**config.mk**
```make
export PLATFORM = sky130hd
export DESIGN_NAME = frame_parser_fsm
export DESIGN_NICKNAME = d
export VERILOG_FILES = /design/src/rtl/frame_parser_fsm.sv
export SDC_FILE = /design/constraint.sdc
export NUM_CORES = 1
export LEC_CHECK = 0
export BUFFER_PORTS_ARGS = -buffer_cell sky130_fd_sc_hd__buf_2
export CAP_MARGIN = 25
export CELL_PAD_IN_SITES_DETAIL_PLACEMENT = 1
export CELL_PAD_IN_SITES_GLOBAL_PLACEMENT = 1
export CORE_UTILIZATION = 39
export DETAILED_ROUTE_END_ITERATION = 16
export PLACE_DENSITY = 0.83
export SETUP_SLACK_MARGIN = 0.4
export SYNTH_ARGS = -nofsm -noshare
export SYNTH_HDL_FRONTEND = slang
export SYNTH_SLANG_ARGS = --single-unit
```
**constraint.sdc**
```tcl
create_clock -name clk -period 3.5 [get_ports clk]
set_clock_uncertainty 0.15 [all_clocks]
set_input_delay 0.7 -clock clk [delete_from_list [all_inputs] [get_ports clk]]
set_output_delay 0.7 -clock clk [all_outputs]
set_load 0.1 [all_outputs]
```
**src/rtl/frame_parser_fsm.sv**
```systemverilog
// rtl/frame_parser_fsm.sv - ingress frame parser: SFD hunt, header field walk, runt/oversize/drop handling
module frame_parser_fsm #(
  parameter int                DATA_W            = 16,
  parameter logic [DATA_W-1:0] SFD_WORD          = DATA_W'(16'hAAAB),
  parameter int                DST_WORDS         = 3,
  parameter int                SRC_WORDS         = 3,
  parameter int                TYPE_WORDS        = 1,
  parameter int                MIN_PAYLOAD_WORDS = 23,
  parameter int                MAX_FRAME_WORDS   = 759
) (
  input  logic              clk,
  input  logic              reset,
  input  logic              s_tvalid,
  input  logic [DATA_W-1:0] s_tdata,
  input  logic              s_tlast,
  output logic              s_tready,
  input  logic              drop_current,
  input  logic              almost_full,
  output logic              pkt_tvalid,
  output logic [DATA_W-1:0] pkt_tdata,
  output logic              pkt_tlast,
  output logic [4:0]        status,
  output logic [3:0]        field_idx,
  output logic              incomplete_frame,
  output logic              frame_done,
  output logic [2:0]        frame_err,
  output logic [15:0]       frame_len
);

  typedef enum logic [2:0] {
    ST_IDLE    = 3'd0,
    ST_DST     = 3'd1,
    ST_SRC     = 3'd2,
    ST_TYPE    = 3'd3,
    ST_PAYLOAD = 3'd4,
    ST_FLUSH   = 3'd5,
    ST_MASK    = 3'd6
  } state_t;

  localparam logic [15:0] HDR_W = 16'(DST_WORDS + SRC_WORDS + TYPE_WORDS);
  localparam logic [15:0] MIN_W = 16'(MIN_PAYLOAD_WORDS);
  localparam logic [15:0] MAX_W = 16'(MAX_FRAME_WORDS);

  state_t              state_q, state_d;
  logic [3:0]          fidx_q, fidx_d;
  logic [15:0]         len_q, len_d;
  logic [2:0]          err_q, err_d;
  logic                ovf_q, ovf_d;
  logic                done_q, done_d;
  logic                incomp_q;
  logic [4:0]          status_q;
  logic                tready_q;
  logic                pv_q;
  logic [DATA_W-1:0]   pd_q;
  logic                pl_q;

  logic [15:0]         len_inc;
  logic [15:0]         pay_cnt;
  logic [3:0]          field_last;
  state_t              field_next;

  function automatic logic [4:0] status_of(input state_t s);
    case (s)
      ST_DST:     return 5'b00011;
      ST_SRC:     return 5'b00101;
      ST_TYPE:    return 5'b01001;
      ST_PAYLOAD: return 5'b10001;
      default:    return 5'b00000;
    endcase
  endfunction

  always_comb begin
    len_inc    = (len_q == 16'hFFFF) ? len_q : len_q + 16'd1;
    pay_cnt    = len_inc - HDR_W;
    field_last = 4'(DST_WORDS - 1);
    field_next = ST_SRC;
    if (state_q == ST_SRC) begin
      field_last = 4'(SRC_WORDS - 1);
      field_next = ST_TYPE;
    end else if (state_q == ST_TYPE) begin
      field_last = 4'(TYPE_WORDS - 1);
      field_next = ST_PAYLOAD;
    end
  end

  always_comb begin
    state_d = state_q;
    fidx_d  = fidx_q;
    len_d   = len_q;
    err_d   = err_q;
    ovf_d   = ovf_q;
    done_d  = 1'b0;
    case (state_q)
      ST_IDLE: begin
        if (pv_q) begin
          if (pl_q) begin
            state_d = ST_FLUSH;
          end else if (pd_q == SFD_WORD) begin
            state_d = ST_DST;
            fidx_d  = 4'd0;
            len_d   = 16'd0;
            err_d   = 3'b000;
            ovf_d   = 1'b0;
          end
        end
      end
      ST_DST, ST_SRC, ST_TYPE: begin
        if (pv_q) begin
          len_d = len_inc;
          if (pl_q) begin
            state_d = ST_FLUSH;
            fidx_d  = 4'd0;
            err_d   = 3'b001;
            done_d  = 1'b1;
          end else if (fidx_q == field_last) begin
            state_d = field_next;
            fidx_d  = 4'd0;
          end else begin
            fidx_d = fidx_q + 4'd1;
          end
        end
      end
      ST_PAYLOAD: begin
        if (pv_q) begin
          len_d = len_inc;
          if (pl_q) begin
            state_d = ST_IDLE;
            err_d   = {len_inc > MAX_W, pay_cnt < MIN_W, 1'b0};
            done_d  = 1'b1;
          end else if (len_inc > MAX_W) begin
            state_d  = ST_MASK;
            ovf_d    = 1'b1;
            err_d[2] = 1'b1;
          end
        end
      end
      ST_FLUSH: state_d = ST_IDLE;
      ST_MASK: begin
        if (pv_q) begin
          len_d = len_inc;
          if (pl_q) begin
            state_d = ST_IDLE;
            done_d  = ovf_q;
            ovf_d   = 1'b0;
          end
        end
      end
      default: begin
        state_d = ST_IDLE;
        fidx_d  = 4'd0;
      end
    endcase

    // A drop order overrides everything, including an end-of-frame on the same beat.
    if (drop_current && (state_q inside {ST_DST, ST_SRC, ST_TYPE, ST_PAYLOAD, ST_FLUSH, ST_MASK})) begin
      state_d = (pv_q && pl_q) ? ST_IDLE : ST_MASK;
      fidx_d  = 4'd0;
      ovf_d   = 1'b0;
      done_d  = 1'b0;
    end
  end

  always_ff @(posedge clk) begin
    if (reset) begin
      state_q  <= ST_IDLE;
      fidx_q   <= 4'd0;
      len_q    <= 16'd0;
      err_q    <= 3'b000;
      ovf_q    <= 1'b0;
      done_q   <= 1'b0;
      incomp_q <= 1'b0;
      status_q <= 5'b00000;
      tready_q <= 1'b0;
      pv_q     <= 1'b0;
      pd_q     <= '0;
      pl_q     <= 1'b0;
    end else begin
      tready_q <= ~almost_full;
      pv_q     <= s_tvalid & tready_q;
      pd_q     <= s_tdata;
      pl_q     <= s_tlast;
      state_q  <= state_d;
      fidx_q   <= fidx_d;
      len_q    <= len_d;
      err_q    <= err_d;
      ovf_q    <= ovf_d;
      done_q   <= done_d;
      incomp_q <= (state_d == ST_FLUSH);
      status_q <= status_of(state_d);
    end
  end

  assign s_tready         = tready_q;
  assign pkt_tvalid       = pv_q;
  assign pkt_tdata        = pd_q;
  assign pkt_tlast        = pl_q;
  assign status           = status_q;
  assign field_idx        = fidx_q;
  assign incomplete_frame = incomp_q;
  assign frame_done       = done_q;
  assign frame_err        = err_q;
  assign frame_len        = len_q;

endmodule

```
==> out/metrics.yaml <==
global_routing:
  grt_max_degree: 45
  gr-total-overflow: 0
  grt_pass1_wl_mm: 14.10
  antenna_found_initial: 0
  track_usage_pct: 23.29
  grt_pass1_vias: 2912
cells_and_area:
  drive_above_1_share_pct: 29.67
  nFillCells: 918
  post-route-cell-area_um2: 3475
  seqCellArea_um2: 1082
  antennaDiodeCount: 0
  utilization_pct: 48.16
  nets: 441
  syn2layout_area_growth_pct: 20.11
  multiInputGateArea_um2: 1749
critical_path:
  regToRegEndpoint: "status[0]"
  arrival_ns: 3.01
  path_class: "register to register"
  crit_required_ns: 3.57
  endpoint_kind: "register"
  r2r-start: "frame_len[9]"
  rr_worst_depth: 7
  path_max_fanout: 13
  r2r_slack_ns: 0.56
  start_kind: "register"
place:
  io_buffers: 70
  place_hpwl_mm: 6.302
  gp_congestion: 0.8804
  post-place-ws_ns: 0.3582
  placed_area_um2: 3297
clocking:
  insertion_delay_ns: 0.32
  htree_levels: 2
  cts_buffers: 5
  clock-sinks: 53
  clock_path_buffers: 2
  cts.clk_slew.worst_paths_ns: 0.11
  cts_root_buffer: "clkbuf_8"
  cts_tree: "done"
power_and_ir_drop:
  clockPowerShare_pct: 32.8
  peakVddDrop_mv: 0.2166
  power_switching_mw: 0.3620
  swShare_pct: 31.25
  p_leak_nw: 1.413
  seqPwrFrac_pct: 53.9
  comb_power_share_pct: 13.2
  power_mw: 1.159
  p_int_mw: 0.7965
  power_density_nw_per_um2: 333.4
yosys:
  ys_ff_latch: 53
  synthDominantCellAreaShare_pct: 36.68
  ys.flop_type: "dfxtp_1"
  synth_edf_count: 0
  ys_types: 63
  syn_avg_cell_area_um2: 8.035
  ys_seq_area_share_pct: 36.68
  synth_area_um2: 2893
  syn_inst: 360
  ys_warn_count: 0
  async_flop_share_pct: 0
  synth.area.top_cells: "dfxtp_1 37%, nor2_1 5.3%, nor2b_1 4.5%, a21oi_1 4.0%, nand2_1 3.9%"
  yosys.area.top_type: "dfxtp_1"
  syn_nets: 384
route:
  wl_per_cell_um: 16.93
  vias_per_cell: 5.673
  vias: 2933
  wl_mm: 8.752
  drtPass1Iterations: 4
  detail-route-antenna-nets: 0
  drc: 0
  drt-initial-drc-count: 117
floorplanning:
  start_util_pct: 40.10
  die_height_um: 88.13
  die_x_um: 88.13
  placementRows: 31
  coreArea_um2: 7214
  ios: 71
  dieArea_um2: 7766
timing:
  setup_ws_ns: 0.5554
  finalSetupViolations: 0
  slew_violations: 0
  max_freq_mhz: 339.6
  min_period_ns: 2.945
  hold_viol: 0
  rsz0062_at_grt: "false"
  tightest_slew_ns: 0.9817
  tns_ns: 0
  finalCritPeriodShare_pct: 84.13
  slew_headroom_pct: 34.27
worst_hold_path:
  hold_class: "register to register"
  min_delay_path_depth: 2
  hold_end: "pkt_tvalid"
  hp-start: "s_tready"
job:
  drv_cap: 0
outcome:
  outcome: "finished, final reports clean"
[per-layer routing]
metal | up-vias | global-route usage, % | wire [um]
met3 | 14 | 5.090 | 449
met2 | 90 | 42.92 | 4456
met5 | - | 0 | 0
met4 | 0 | 5.132 | 155
met1 | 1420 | 27.57 | 3690
li1 | 1409 | - | -
[flip-flops by register name, indices dropped and copies added, names as in the netlist]
name              flops
frame_len            16
frame_err             3
incomplete_frame      1
state_q               3
pkt_tlast             1
pkt_tvalid            1
frame_done            1
field_idx             4
status                5
pkt_tdata            16
s_tready              1
ovf_q                 1
[metrics by stage]
step,instances,hold slack (ns)
after global placement,507,0.2687
after CTS,515,0.3169
after global routing,517,0.3408
after floorplan,360,0.3253
after detailed placement,507,0.3079
final,517,0.3080
[kinds of logic after synthesis]
family | share of synthesized area (%)
muxes | 2.725
DFF | 36.68
adders and majority gates | 0.8649
AOI/OAI and AO/OA | 18.04
xor gates and xnor gates | 3.331
and+or+nand+nor | 33.26
buffers and inverters | 5.104
[worst max-delay path, cell delays in order, from the launching register on]
cell     delay, ns
dfxtp_2       0.48
nand4_1       0.34
nor4_4        0.41
mux2_2        0.37
o22a_1        0.27
nor4_4        0.40
o21ai_2       0.13
mux2_4        0.30
[cells in the final DEF (no fill, tap or decap), drive strengths merged, types with 3 or more instances in the layout]
cell and n:
mux2 4, o21ai 21, nor3b 3, dfxtp 53
or2 3, clkbuf 5, and3 5, nor4 9
buf 77, nor2b 21, a31oi 4, nand3b 4
mux2i 3, inv 7, a22oi 3, xor2 3
a21oi 23, a2111oi 3, o211ai 4, nand2b 4
nand3 15, or3 5, xnor2 8, nor2 41
nand4 9, nor4bb 4, nor3 11, nand2 30
o21a 3
[worst max-delay path by stage]
stage / startpoint / to / cells past startpoint
finish: frame_len[9] / status[0] / 7
global route: frame_len[9] / status[0] / 7
CTS: frame_len[0] / status[0] / 8
detailed placement: frame_len[0] / status[0] / 9
global placement: frame_len[0] / status[0] / 9
floorplan: frame_len[8] / status[0] / 8
[what timing repair did]
action                     4_1_cts  5_1_grt
setup endpoints to repair        2        4
hold endpoints to repair         0        0
buffers inserted                 0        2
pin swaps                        0        3
hold buffers                     0        0
gates resized for setup          2        8
[cells in the mapped netlist, types with 3 or more instances]
library cell,count
nand2b_1,4
nor2b_1,21
a21oi_1,23
or3_1,5
mux2_2,3
a22oi_1,3
nor4_1,8
dfxtp_1,53
nand4_1,9
and3_1,3
nor3_1,10
a2111oi_0,3
nor4bb_1,4
nand3_1,15
nand3b_1,4
o21a_1,3
o21ai_0,20
buf_2,7
a31oi_1,4
inv_1,5
nor3b_1,3
nand2_1,30
xor2_1,3
mux2i_1,3
or2_2,3
nor2_1,41
clkbuf_1,17
xnor2_1,8
o211ai_1,4
[power by group through the flow]
stage	clock network (mW)	registers (mW)	logic, mW
after floorplan	0	0.726	0.0330
after global placement	0	0.638	0.151
after detailed placement	0	0.639	0.153
after CTS	0.391	0.625	0.154
after global routing	0.416	0.627	0.161
final	0.380	0.625	0.153
[layout make-up]
class,count,area share (%)
Clock inverter,3,0.8282
Tap cell,99,3.565
Sequential cell,53,31.15
Timing Repair Buffer,77,11.60
Multi-Input combinational cell,275,50.34
Clock buffer,5,1.981
Inverter,5,0.5402
Note: power is estimated with default switching activity, not from simulation.
